<file path="src/rtl/quickq_req_arbiter.sv">
// Round-robin front end that lets NREQ requesters share one QuickQ queue controller.
// Tracks occupancy locally so illegal enq/deq are rejected without touching the controller.
module quickq_req_arbiter #(
  parameter int NREQ    = 4,
  parameter int DW      = 32,
  parameter int DEPTH   = 64,
  parameter int TIMEOUT = 255,
  localparam int IW     = $clog2(NREQ),
  localparam int CW     = $clog2(DEPTH + 1)
) (
  input  logic               clk,
  input  logic               rst,
  input  logic [NREQ-1:0]    req_valid,
  input  logic [NREQ-1:0]    req_op,
  input  logic [NREQ*DW-1:0] req_data,
  output logic [NREQ-1:0]    req_ready,
  output logic               resp_valid,
  output logic [IW-1:0]      resp_id,
  output logic [DW-1:0]      resp_data,
  output logic [1:0]         resp_err,
  output logic               q_enq,
  output logic               q_deq,
  output logic [DW-1:0]      q_data,
  input  logic               q_done,
  input  logic [DW-1:0]      q_rd_data,
  output logic [CW-1:0]      count,
  output logic               q_full,
  output logic               q_empty
);

  localparam int WW = $clog2(TIMEOUT + 1);
  localparam logic [WW-1:0] WDOG_LAST = WW'(TIMEOUT - 1);
  localparam logic [CW-1:0] CNT_MAX   = CW'(DEPTH);
  localparam logic [IW-1:0] ID_LAST   = IW'(NREQ - 1);

  typedef enum logic [1:0] {
    S_IDLE  = 2'd0,
    S_ISSUE = 2'd1,
    S_WAIT  = 2'd2,
    S_RESP  = 2'd3
  } state_t;

  state_t              state_r, state_s;
  logic [IW-1:0]       rr_ptr_r, rr_ptr_s;
  logic [CW-1:0]       count_r, count_s;
  logic                op_r, op_s;
  logic [DW-1:0]       data_r, data_s;
  logic [IW-1:0]       id_r, id_s;
  logic [1:0]          err_r, err_s;
  logic [DW-1:0]       rdata_r, rdata_s;
  logic [WW-1:0]       wdog_r, wdog_s;
  logic [NREQ-1:0]     req_ready_s;
  logic                any_valid_s;
  logic [IW-1:0]       grant_s;
  logic                full_s;
  logic                empty_s;

  function automatic logic [IW-1:0] rr_index(input logic [IW-1:0] base, input int off);
    int sum;
    sum = int'(base) + off;
    return (sum >= NREQ) ? IW'(sum - NREQ) : IW'(sum);
  endfunction

  assign full_s  = (count_r == CNT_MAX);
  assign empty_s = (count_r == {CW{1'b0}});

  // Round-robin search: first valid requester starting at rr_ptr
  always_comb begin
    any_valid_s = 1'b0;
    grant_s     = '0;
    for (int i = 0; i < NREQ; i++) begin
      if (!any_valid_s && req_valid[rr_index(rr_ptr_r, i)]) begin
        any_valid_s = 1'b1;
        grant_s     = rr_index(rr_ptr_r, i);
      end else begin
        any_valid_s = any_valid_s;
      end
    end
  end

  // Next-state and datapath update for the request FSM
  always_comb begin
    state_s     = state_r;
    rr_ptr_s    = rr_ptr_r;
    count_s     = count_r;
    op_s        = op_r;
    data_s      = data_r;
    id_s        = id_r;
    err_s       = err_r;
    rdata_s     = rdata_r;
    wdog_s      = wdog_r;
    req_ready_s = '0;
    case (state_r)
      S_IDLE: begin
        if (any_valid_s) begin
          req_ready_s[grant_s] = 1'b1;
          op_s     = req_op[grant_s];
          data_s   = req_data[int'(grant_s)*DW +: DW];
          id_s     = grant_s;
          rdata_s  = '0;
          rr_ptr_s = (grant_s == ID_LAST) ? {IW{1'b0}} : grant_s + IW'(1);
          if (!req_op[grant_s] && full_s) begin
            err_s   = 2'b01;
            state_s = S_RESP;
          end else if (req_op[grant_s] && empty_s) begin
            err_s   = 2'b10;
            state_s = S_RESP;
          end else begin
            err_s   = 2'b00;
            state_s = S_ISSUE;
          end
        end else begin
          state_s = S_IDLE;
        end
      end
      S_ISSUE: begin
        wdog_s  = '0;
        state_s = S_WAIT;
      end
      S_WAIT: begin
        if (q_done) begin
          if (op_r) begin
            count_s = count_r - CW'(1);
            rdata_s = q_rd_data;
          end else begin
            count_s = count_r + CW'(1);
          end
          err_s   = 2'b00;
          state_s = S_RESP;
        end else if (wdog_r == WDOG_LAST) begin
          err_s   = 2'b11;
          state_s = S_RESP;
        end else begin
          wdog_s = wdog_r + WW'(1);
        end
      end
      S_RESP: begin
        state_s = S_IDLE;
      end
      default: begin
        state_s = S_IDLE;
      end
    endcase
  end

  // FSM state register
  always_ff @(posedge clk) begin
    if (rst) begin
      state_r <= S_IDLE;
    end else begin
      state_r <= state_s;
    end
  end

  // Latched request, occupancy and watchdog registers
  always_ff @(posedge clk) begin
    if (rst) begin
      rr_ptr_r <= '0;
      count_r  <= '0;
      op_r     <= 1'b0;
      data_r   <= '0;
      id_r     <= '0;
      err_r    <= 2'b00;
      rdata_r  <= '0;
      wdog_r   <= '0;
    end else begin
      rr_ptr_r <= rr_ptr_s;
      count_r  <= count_s;
      op_r     <= op_s;
      data_r   <= data_s;
      id_r     <= id_s;
      err_r    <= err_s;
      rdata_r  <= rdata_s;
      wdog_r   <= wdog_s;
    end
  end

  assign req_ready  = req_ready_s;
  assign q_enq      = (state_r == S_ISSUE) && !op_r;
  assign q_deq      = (state_r == S_ISSUE) && op_r;
  assign q_data     = data_r;
  assign resp_valid = (state_r == S_RESP);
  assign resp_id    = (state_r == S_RESP) ? id_r : {IW{1'b0}};
  assign resp_err   = (state_r == S_RESP) ? err_r : 2'b00;
  // Only a successful dequeue carries data back
  assign resp_data  = ((state_r == S_RESP) && op_r && (err_r == 2'b00)) ? rdata_r : {DW{1'b0}};
  assign count      = count_r;
  assign q_full     = full_s;
  assign q_empty    = empty_s;

endmodule

</file>
<file path="config.mk">
export PLATFORM = sky130hd
export DESIGN_NAME = quickq_req_arbiter
export DESIGN_NICKNAME = d
export VERILOG_FILES = /design/src/rtl/quickq_req_arbiter.sv
export SDC_FILE = /design/constraint.sdc
export NUM_CORES = 1
export LEC_CHECK = 0
export ABC_CLOCK_PERIOD_IN_PS = 3000
export CAP_MARGIN = 20
export CORE_MARGIN = 2
export CORE_UTILIZATION = 35
export DETAILED_ROUTE_END_ITERATION = 6
export MAX_ROUTING_LAYER = met4
export PLACE_DENSITY = 0.83
export SETUP_SLACK_MARGIN = 0.02
export SYNTH_ARGS = -nofsm -noshare
export SYNTH_HDL_FRONTEND = slang
export SYNTH_SLANG_ARGS = --single-unit
</file>
<file path="constraint.sdc">
create_clock -name clk -period 3 [get_ports clk]
set_clock_uncertainty 0.15 [all_clocks]
set_input_delay 0.45 -clock clk [delete_from_list [all_inputs] [get_ports clk]]
set_output_delay 0.45 -clock clk [all_outputs]
set_load 0.01 [all_outputs]
</file>
# Word-level counts from Yosys, hierarchy flattened
# Cells that the tools add are included.
# word_totals
input_bits	171
reg_bits	88
wordCells	117
# op_classes
reduce_logical	25
n_addsub	11
order_cmp	10
shifts	1
muxes	49
n_eq_ne	12
# op_table
cell	count
2-to-1 mux 32 bit	4
indexed part select 128 x 8 -> 32 bit	1
case mux 32 bit (2 select lines)	1
2-to-1 mux 2 bit	20
2-to-1 mux 8 bit	2
case mux 8 bit (2 select lines)	1
less-than comparator 2 x 3 -> 1 bit (second input constant)	5
binary-select mux 1 bit (select 2 bit)	5
logical AND 1 bit	10
2-to-1 mux 1 bit	10
inequality test 2 bit (second input constant)	5
>= comparator 3 bit (second input constant)	3
adder 8 x 1 -> 8 bit (second input constant)	1
equality test 8 bit (second input constant)	1
2-to-1 mux 4 bit	2
case mux 2 bit (4 select lines)	1
subtractor 2 x 1 -> 2 bit (second input constant)	4
adder 7 x 1 -> 7 bit (second input constant)	1
equality test 7 bit (second input constant)	1
zero test 7 bit	1
2-to-1 mux 7 bit	1
subtractor 7 x 1 -> 7 bit (second input constant)	1
adder 2 x 2 -> 3 bit (second input constant)	2
equality test 2 bit (second input constant)	3
other kinds (14)	22

# Depth between registers and ports, before layout
# Gate-level depths: netlist of the first run.
# depth
word_depth	21
depth_mapped	8
depth_no_buf	8

# Worst setup path after synthesis of the first run
# OpenSTA, ideal clock, no wires.
# synth_timing
kind	input to output
start	in req_valid[0]
end	out req_ready[0]
n_path_buf	2
path_slack_ps	679
path_stages	8
arrival_time_ps	1721
path_cell_list	nor2b_2 o21ba_1 nor2_1 buf_6 buf_4 inv_1 ha_1 and2_1
# synth_via
elab_chain_cells	18
elab_cells_between_ends	29
# synth_rtl
element	line_no	source
start: declaration	13	input logic [NREQ-1:0] req_valid,
binary-select mux 1 bit (select 2 bit)	72	if (!any_valid_s && req_valid[rr_index(rr_ptr_r, i)]) begin
2-to-1 mux 1 bit (not written as such)	72	
2-to-1 mux 1 bit	72	
zero test 1 bit	72	
logical AND 1 bit	72	
2-to-1 mux 1 bit	72	
zero test 1 bit	72	
logical AND 1 bit	72	
[... 3 more ...]	n/a	
2-to-1 mux 2 bit *	72	
named net grant_s[1]	54	logic [IW-1:0] grant_s;
less-than comparator 2 x 3 -> 1 bit (not written as such) / >= comparator 2 x 1 -> 1 bit (equally long branches)	96	req_ready_s[grant_s] = 1'b1;
logical AND 1 bit (not written as such)	96	
2-to-1 mux 1 bit (not written as such)	96	
demux 1 bit (select 2 bit) *	96	
2-to-1 mux 4 bit *	95	if (any_valid_s) begin
2-to-1 mux 4 bit *	93	case (state_r)
end: declaration	16	output logic [NREQ-1:0] req_ready,
# Mark *: on every way through the listed nets, which the timed path passes. The rest lies on a longest branch. The select of a mux whose other input is x is not followed.

# Worst setup path after layout of the first run
# layout_timing
start	in req_valid[2]
end	out req_ready[2]
# layout_via
elab_chain_cells	18
elab_cells_between_ends	29
# layout_rtl
element	line_no
binary-select mux 1 bit (select 2 bit)	72
2-to-1 mux 1 bit (not written as such)	72
2-to-1 mux 1 bit	72
zero test 1 bit	72
logical AND 1 bit	72
2-to-1 mux 1 bit	72
zero test 1 bit	72
logical AND 1 bit	72
[... 2 more ...]	n/a
logical AND 1 bit	72
2-to-1 mux 2 bit	72
less-than comparator 2 x 3 -> 1 bit (not written as such) / >= comparator 2 x 1 -> 1 bit (equally long branches)	96
logical AND 1 bit (not written as such)	96
2-to-1 mux 1 bit (not written as such)	96
demux 1 bit (select 2 bit)	96
2-to-1 mux 4 bit *	95
2-to-1 mux 4 bit *	93
# Mark *: on every way between the ends. The rest lies on a longest branch, timed or not. The select of a mux whose other input is x is not followed.

==> flow_metrics.py, run 1 <==
metrics = {
    "run_status": {
        "status": "finished clean",
    },
    "worst_setup_path": {
        "crit_type": "in -> out",
        "endpoint_kind": "output pin",
        "worstPathRequired_ps": 2400,
        "crit_start": "req_valid[2]",
        "critPathSlowestCell": "clkdlybuf4s50_1",
        "crit_end": "req_ready[2]",
        "worst_r2r_endpoint": "count[6]",
        "r2r_start": "op_r",
        "crit_chain": "clkdlybuf4s50_1 -> nor2b_4 -> o21ai_2 -> o221ai_4 -> buf_4 -> buf_6 -> ha_1 -> and2_1 -> dlygate4sd2_1",
        "worst-r2r-cell-count": 8,
        "cp_max_fo": 4,
        "critPathMaxStageDelay_ps": 460,
        "regToRegSetupSlack_ps": 580,
        "worst_ep_arrival_time_ps": 2310,
        "start_kind": "primary input",
    },
    "power_and_ir_drop": {
        "switching_share_pct": 39.04,
        "max-vdd-ir-drop_mv": 0.4398,
        "sequentialPowerShare_pct": 29.0,
        "internal-power_mw": 3.513,
        "switching_power_mw": 2.250,
        "p_clk_share_pct": 18.2,
        "power_mw": 5.763,
        "p_per_area_mw_per_mm2": 706.7,
        "pwr-share-comb_pct": 52.8,
        "p_leak_nw": 3.126,
    },
    "yosys": {
        "ys.flop_type": "dfxtp_1",
        "synth_area_per_cell_um2": 8.194,
        "synth.area.top_cells": "dfxtp_1, mux2i_1, nand2_1",
        "yosys.cell_types.count": 47,
        "netlist.top_cell.by_area": "dfxtp_1",
        "synth_area_mm2": 0.004957,
        "synth_top_area_share_pct": 35.54,
        "synth_seq_cells": 88,
        "ys_warn_count": 0,
        "syn_inst": 605,
        "synth_edf_count": 0,
        "synthArstFlopShare_pct": 0,
        "syn_nets": 792,
        "synth_seq_area_share_pct": 35.54,
    },
    "placed_design": {
        "io_buffers": 254,
        "dp_hpwl_mm": 12.53,
        "place_ws_ps": -137.8,
        "place_congestion": 0.9215,
    },
    "timing": {
        "setup_viol": 0,
        "worst_pin_slew_ps": 471.8,
        "final.setup.worst_slack_ps": 90.76,
        "maxSlewViolCount": 0,
        "slew_headroom_pct": 68.54,
        "finalHoldViolCount": 0,
        "clock.fmax_mhz": 343.7,
        "finalCritPeriodShare_pct": 96.97,
        "fin_crit_ps": 2909,
        "whs_ps": 295.3,
        "rsz0062_at_grt": "false",
    },
    "clock_tree": {
        "cts_htree_levels": 3,
        "root_buffer": "clkbuf_16",
        "holdBufCountCts": 0,
        "cts_buffer_depth": 2,
        "clock_sinks": 88,
        "cts_tree": "built",
        "path_clk_slew_ps": 60,
        "clk_latency_ps": 340,
        "cts_made_buffers": 9,
    },
    "final_layout": {
        "final_nets": 1049,
        "diodes": 0,
        "drive_gt1_share_pct": 7.275,
        "syn2layout_area_growth_pct": 64.49,
    },
    "detailed_routing": {
        "wl_mm": 16.53,
        "dr.pass1.iters": 6,
        "vias_per_cell": 5.055,
        "drtIter0Drc": 159,
        "wl_per_cell_um": 15.80,
        "vias": 5288,
        "antenna_left": 0,
        "post-route-drc-count": 0,
    },
    "flow_run": {
        "maxCapViolations": 0,
    },
    "global_routing": {
        "gr-total-overflow": 0,
        "track_usage_pct": 22.39,
        "grt_pass1_vias": 5309,
        "grt_pass1_wl_mm": 25.66,
        "grt_max_degree": 35,
        "antenna_found_initial": 0,
    },
    "hold_path": {
        "hp-class": "reg -> reg",
        "hold_start": "rdata_r[0]",
    },
    "floorplan": {
        "boundaryPins": 255,
        "fp.dieW_um": 123.0,
        "fp.coreArea_mm2": 0.01388,
        "die_h_um": 123.0,
        "start_util_pct": 35.71,
        "dieArea_mm2": 0.01513,
        "core.rowCount": 43,
    },
}
per-layer routing:
metal | part of all wire [%] | vias up | wire [µm] | track usage, %
met4 | 3.7 | 0 | 616 | 9.375
li1 | - | 2641 | - | -
met1 | 37 | 2408 | 6103 | 22.39
met3 | 9.2 | 35 | 1520 | 7.703
met2 | 50 | 204 | 8286 | 39.71
met5 | 0 | - | 0 | -
kinds of logic after synthesis:
group,synth area share [%]
and+or+nand+nor,24.63
AOI/OAI and AO/OA,16.76
DFF,35.54
muxes,13.15
buffers and inverters,4.669
adders and majority gates,4.190
xor gates and xnor gates,1.060
worst max-delay path: cells and delay by family:
family	cells	cell delay [ps]
compound gates	2	370
fa+ha+maj	1	170
buf+inv	4	1030
simple gates	2	290
what timing repair did:
item	in CTS	in global routing
pin swaps	3	1
endpoints found under the setup margin	4	33
gates resized for setup	10	4
buffers inserted	2	1
sequential cells by signal (all words and copies together), names as in the netlist:
signal    count
count         7
err_r         2
id_r          2
op_r          1
q_data       32
rdata_r      32
rr_ptr_r      2
state_r       2
wdog_r        8
power groups by stage:
stage	registers (mW)	logic, mW	clock network, mW
finish	1.67	3.04	1.05
global route	1.71	3.31	1.12
CTS	1.67	3.06	1.08
detailed placement	1.69	3.03	0
global placement	1.67	3.00	0
floorplan	1.76	1.60	0
worst min path at each step:
stage                   to  slack, ps  cells after the start
3_5_place_dp    rdata_r[9]        290                      2
6_report        rdata_r[0]        300                      2
5_1_grt         rdata_r[3]        320                      2
3_3_place_gp   rdata_r[26]        280                      2
2_1_floorplan      id_r[0]        280                      2
4_1_cts         rdata_r[9]        300                      2
synth_stat cells, types with 2 or more instances:
library cell / number
nand2_1: 112
dfxtp_1: 88
buf_2: 8
a32o_1: 33
a221oi_1: 2
xor2_1: 4
nor4_1: 2
o21ai_0: 11
nand3_1: 42
o21ai_1: 2
nor2b_1: 7
a21o_1: 4
buf_1: 2
clkbuf_1: 25
nand4_1: 2
mux2i_1: 64
xnor2_1: 2
o2111ai_1: 2
and2_1: 41
nand2b_1: 6
and3_1: 2
a211o_1: 2
buf_4: 3
a21oi_1: 49
nor3_1: 6
ha_1: 15
nor2b_2: 2
nor2_1: 30
inv_1: 14
a31oi_1: 3
or3_1: 4
metrics by stage:
stage / cell area (µm²) / instances / util, % / TNS [ps]
2_1_floorplan: 4957 / 605 / - / 0
6_report: 8154 / 1046 / 58.74 / 0
5_1_grt: 8154 / 1046 / 58.74 / 0
3_3_place_gp: 7825 / 1028 / 56.37 / -205.0
4_1_cts: 8134 / 1045 / 58.60 / 0
3_5_place_dp: 7825 / 1028 / 56.37 / -389.6
cell type report:
type,instances,area (µm²)
clock buffer,9,225.2
clock inverter,6,45.04
fill,1233,5727
inverter,15,56.30
multi-input combinational,463,3032
sequential,88,1762
tap,180,225.2
timing repair buffer,285,2809
cells in the final DEF (no fill, tap or decap), types with 14 or more instances in the layout:
cell | synthesis | layout
dfxtp_1 | 88 | 88
a32o_1 | 33 | 33
nor2_1 | 30 | 26
ha_1 | 15 | 14
nand3_1 | 42 | 42
clkdlybuf4s50_1 | 0 | 248
buf_4 | 3 | 27
mux2i_1 | 64 | 64
a21oi_1 | 49 | 48
nand2_1 | 112 | 112
and2_1 | 41 | 41
inv_1 | 14 | 14
Power figures use the tool's default switching activity.
==> inputs of run 2 (changes only) <==
- CTS_CLUSTER_DIAMETER: not set -> 80
- SLEW_MARGIN: not set -> 20
==> results of run 2 <==
The final DEF is identical to that of run 1; final timing and power are the same.
==> inputs of run 3 (changes only) <==
--- a/config.mk
+++ b/config.mk
@@ -6,4 +6,5 @@
 export NUM_CORES = 1
 export LEC_CHECK = 0
+export ABC_AREA = 1
 export ABC_CLOCK_PERIOD_IN_PS = 3000
 export CAP_MARGIN = 20
@@ -13,5 +14,5 @@
 export DETAILED_ROUTE_END_ITERATION = 6
 export MAX_ROUTING_LAYER = met4
-export PLACE_DENSITY = 0.83
+export PLACE_DENSITY = 0.8
 export SETUP_SLACK_MARGIN = 0.02
 export SLEW_MARGIN = 20
==> constraint.sdc (replaced) <==
create_clock -name clk -period 3 [get_ports clk]
set_clock_uncertainty 0.15 [all_clocks]
set_input_delay 0.3 -clock clk [delete_from_list [all_inputs] [get_ports clk]]
set_output_delay 0.3 -clock clk [all_outputs]
set_load 0.01 [all_outputs]
==> flow_metrics.py, run 3 <==
metrics = {
    "final_layout": {
        "drive_gt1_share_pct": 9.954,
        "mostFrequentLayoutCell": "clkdlybuf4s50_1",
        "final_area_mm2": 0.008727,
        "final_nets": 1277,
        "syn2layout_area_growth_pct": 51.63,
        "final_cell_mix": "clkdlybuf4s50_1, nand2_1, nor2_1, inv_1, dfxtp_1",
        "finalNonFillerCells": 1311,
        "fill_cells": 1551,
        "diodes": 0,
        "final_util_pct": 54.54,
    },
    "hold_path": {
        "hold_start": "rst",
        "hp-class": "in -> reg",
        "min_to": "rr_ptr_r[1]",
        "whs_path_depth": 4,
    },
    "clock_tree": {
        "holdBufCountCts": 0,
        "root_buffer": "clkbuf_16",
        "clock_sinks": 88,
        "cts_htree_levels": 3,
        "cts_made_buffers": 9,
        "postCtsSetupBuffers": 0,
        "cts_buffer_depth": 2,
        "clk_latency_ps": 350,
        "cts_tree": "built",
        "path_clk_slew_ps": 60,
    },
    "yosys": {
        "synth_area_per_cell_um2": 6.716,
        "synthArstFlopShare_pct": 0,
        "synth_edf_count": 0,
        "synth_seq_area_share_pct": 30.61,
        "yosys.cell_types.count": 43,
        "synth_common_cells": "nand2_1, nor2_1, inv_1",
        "synth_area_mm2": 0.005756,
        "yosysMostFrequentCell": "nand2_1",
        "netlist.top_cell.by_area": "dfxtp_1",
        "syn_nets": 1044,
        "synth_top_area_share_pct": 30.61,
        "syn_inst": 857,
        "ys_warn_count": 0,
        "ys.flop_type": "dfxtp_1",
        "synth.area.top_cells": "dfxtp_1, nand2_1, nor2_1",
        "synth_seq_cells": 88,
    },
    "floorplan": {
        "dieArea_mm2": 0.01749,
        "die_h_um": 132.2,
        "core.rowCount": 46,
        "boundaryPins": 255,
        "fp.dieW_um": 132.2,
        "start_util_pct": 35.97,
        "fp.coreArea_mm2": 0.01600,
    },
    "worst_setup_path": {
        "start_kind": "flop",
        "crit_type": "reg -> out",
        "worst_r2r_endpoint": "q_data[30]",
        "worst_ep_arrival_time_ps": 2290,
        "endpoint_kind": "output pin",
        "cp_max_fo": 6,
        "worstPathRequired_ps": 2550,
        "r2r_start": "rr_ptr_r[0]",
        "worst-r2r-cell-count": 15,
        "regToRegSetupSlack_ps": 510,
    },
    "power_and_ir_drop": {
        "p_per_area_mw_per_mm2": 1004,
        "max-vdd-ir-drop_mv": 0.7875,
        "power_mw": 8.762,
        "p_leak_nw": 3.854,
    },
    "global_routing": {
        "gr-total-overflow": 0,
        "grt_pass1_wl_mm": 29.65,
        "track_usage_pct": 21.33,
        "grt_max_degree": 76,
        "grt_pass1_vias": 6179,
        "antenna_found_initial": 0,
    },
    "placed_design": {
        "io_buffers": 254,
        "place_congestion": 0.8893,
        "dp_hpwl_mm": 13.36,
        "dp.cells": 1295,
        "placed_area_mm2": 0.008426,
        "place_ws_ps": 37.63,
    },
    "timing": {
        "slew_headroom_pct": 44.15,
        "final.setup.worst_slack_ps": 255.2,
        "finalCritPeriodShare_pct": 91.49,
        "rsz0062_at_grt": "false",
        "setup_viol": 0,
        "maxSlewViolCount": 0,
        "finalSetupTns_ps": 0,
        "whs_ps": 165.5,
        "fin_crit_ps": 2745,
        "clock.fmax_mhz": 364.3,
        "finalHoldViolCount": 0,
        "worst_pin_slew_ps": 837.8,
    },
    "run_status": {
        "status": "finished clean",
    },
    "detailed_routing": {
        "drtIter0Drc": 221,
        "wl_mm": 17.92,
        "wl_per_cell_um": 13.67,
        "vias_per_cell": 4.737,
        "dr.pass1.iters": 5,
        "antenna_left": 0,
        "post-route-drc-count": 0,
        "vias": 6210,
    },
    "flow_run": {
        "maxCapViolations": 0,
    },
}
-- run 3: changes by cell type in the layout (fill, tap and decap cells not counted), moves of 7 or more --
cell / change
nand3_1: -7
a32o_1: -33
and2_1: -41
or2_1: +9
nand2_1: +65
o21ai_1: +28
nor2_1: +105
o21ai_0: +31
o211ai_2: +15
buf_4: -13
mux2i_1: -64
inv_1: +109
a211oi_2: +27
-- run 3: worst max-delay path by stage --
stage | slack (ps) | end | startpoint | cells after the start
2_1_floorplan | 780 | req_ready[2] | rr_ptr_r[0] | 13
3_3_place_gp | 90 | req_ready[1] | req_valid[3] | 13
3_5_place_dp | 40 | req_ready[3] | req_valid[3] | 13
4_1_cts | 40 | req_ready[0] | rr_ptr_r[0] | 11
5_1_grt | 40 | req_ready[3] | rr_ptr_r[0] | 13
6_report | 260 | req_ready[3] | rr_ptr_r[0] | 12
-- run 3: report_power, final --
group | leakage, nW | switching (mW) | internal (mW)
clock | 0.145 | 0.486 | 0.667
sequential | 0.725 | 0.169 | 1.53
combinational | 2.98 | 3.60 | 2.30
total | 3.85 | 4.26 | 4.50
-- run 3: critical path, cell delays in order, from the launching register on --
cell,delay [ps]
dfxtp_2,400
buf_4,170
nand2_1,80
nand3_2,90
nand2_2,110
nor2_8,150
nand3_4,110
nand3_2,170
inv_2,80
ha_1,200
inv_1,50
nor2_1,30
dlygate4sd2_1,300
-- run 3: routing by layer --
layer | wire [µm] | GRT usage (%) | vias up
li1 | - | - | 3186
met5 | 0 | - | -
met2 | 8803 | 36.81 | 162
met4 | 432 | 6.989 | 0
met3 | 888 | 4.767 | 29
met1 | 7798 | 24.53 | 2833
-- run 3: cells by family (layout without fill, tap and decap cells) --
family	count (synthesis)	in the layout	share of synthesized area [%]
AO/OA/AOI/OAI	183	183	22.28
XOR/XNOR	3	3	0.4566
adder cells (fa/ha/maj)	16	16	3.609
buffers and inverters	180	418	13.85
flip-flops	88	88	30.61
AND/OR/NAND/NOR	387	387	29.20
-- run 3: timing repair --
action	4_1_cts	5_1_grt
cloned	0	0
endpoints found under the setup margin	4	1
resized for setup	5	1
-- run 3: final cells by class --
| class | count | area, µm² | area share, % |
|---|---|---|---|
| multi-input combinational | 589 | 3197 | 36.63 |
| tap | 216 | 270.3 | 3.097 |
| sequential | 88 | 1763 | 20.20 |
| clock buffer | 11 | 242.7 | 2.781 |
| inverter | 131 | 496.7 | 5.692 |
| timing repair buffer | 271 | 2701 | 30.95 |
| clock inverter | 5 | 56.30 | 0.6452 |
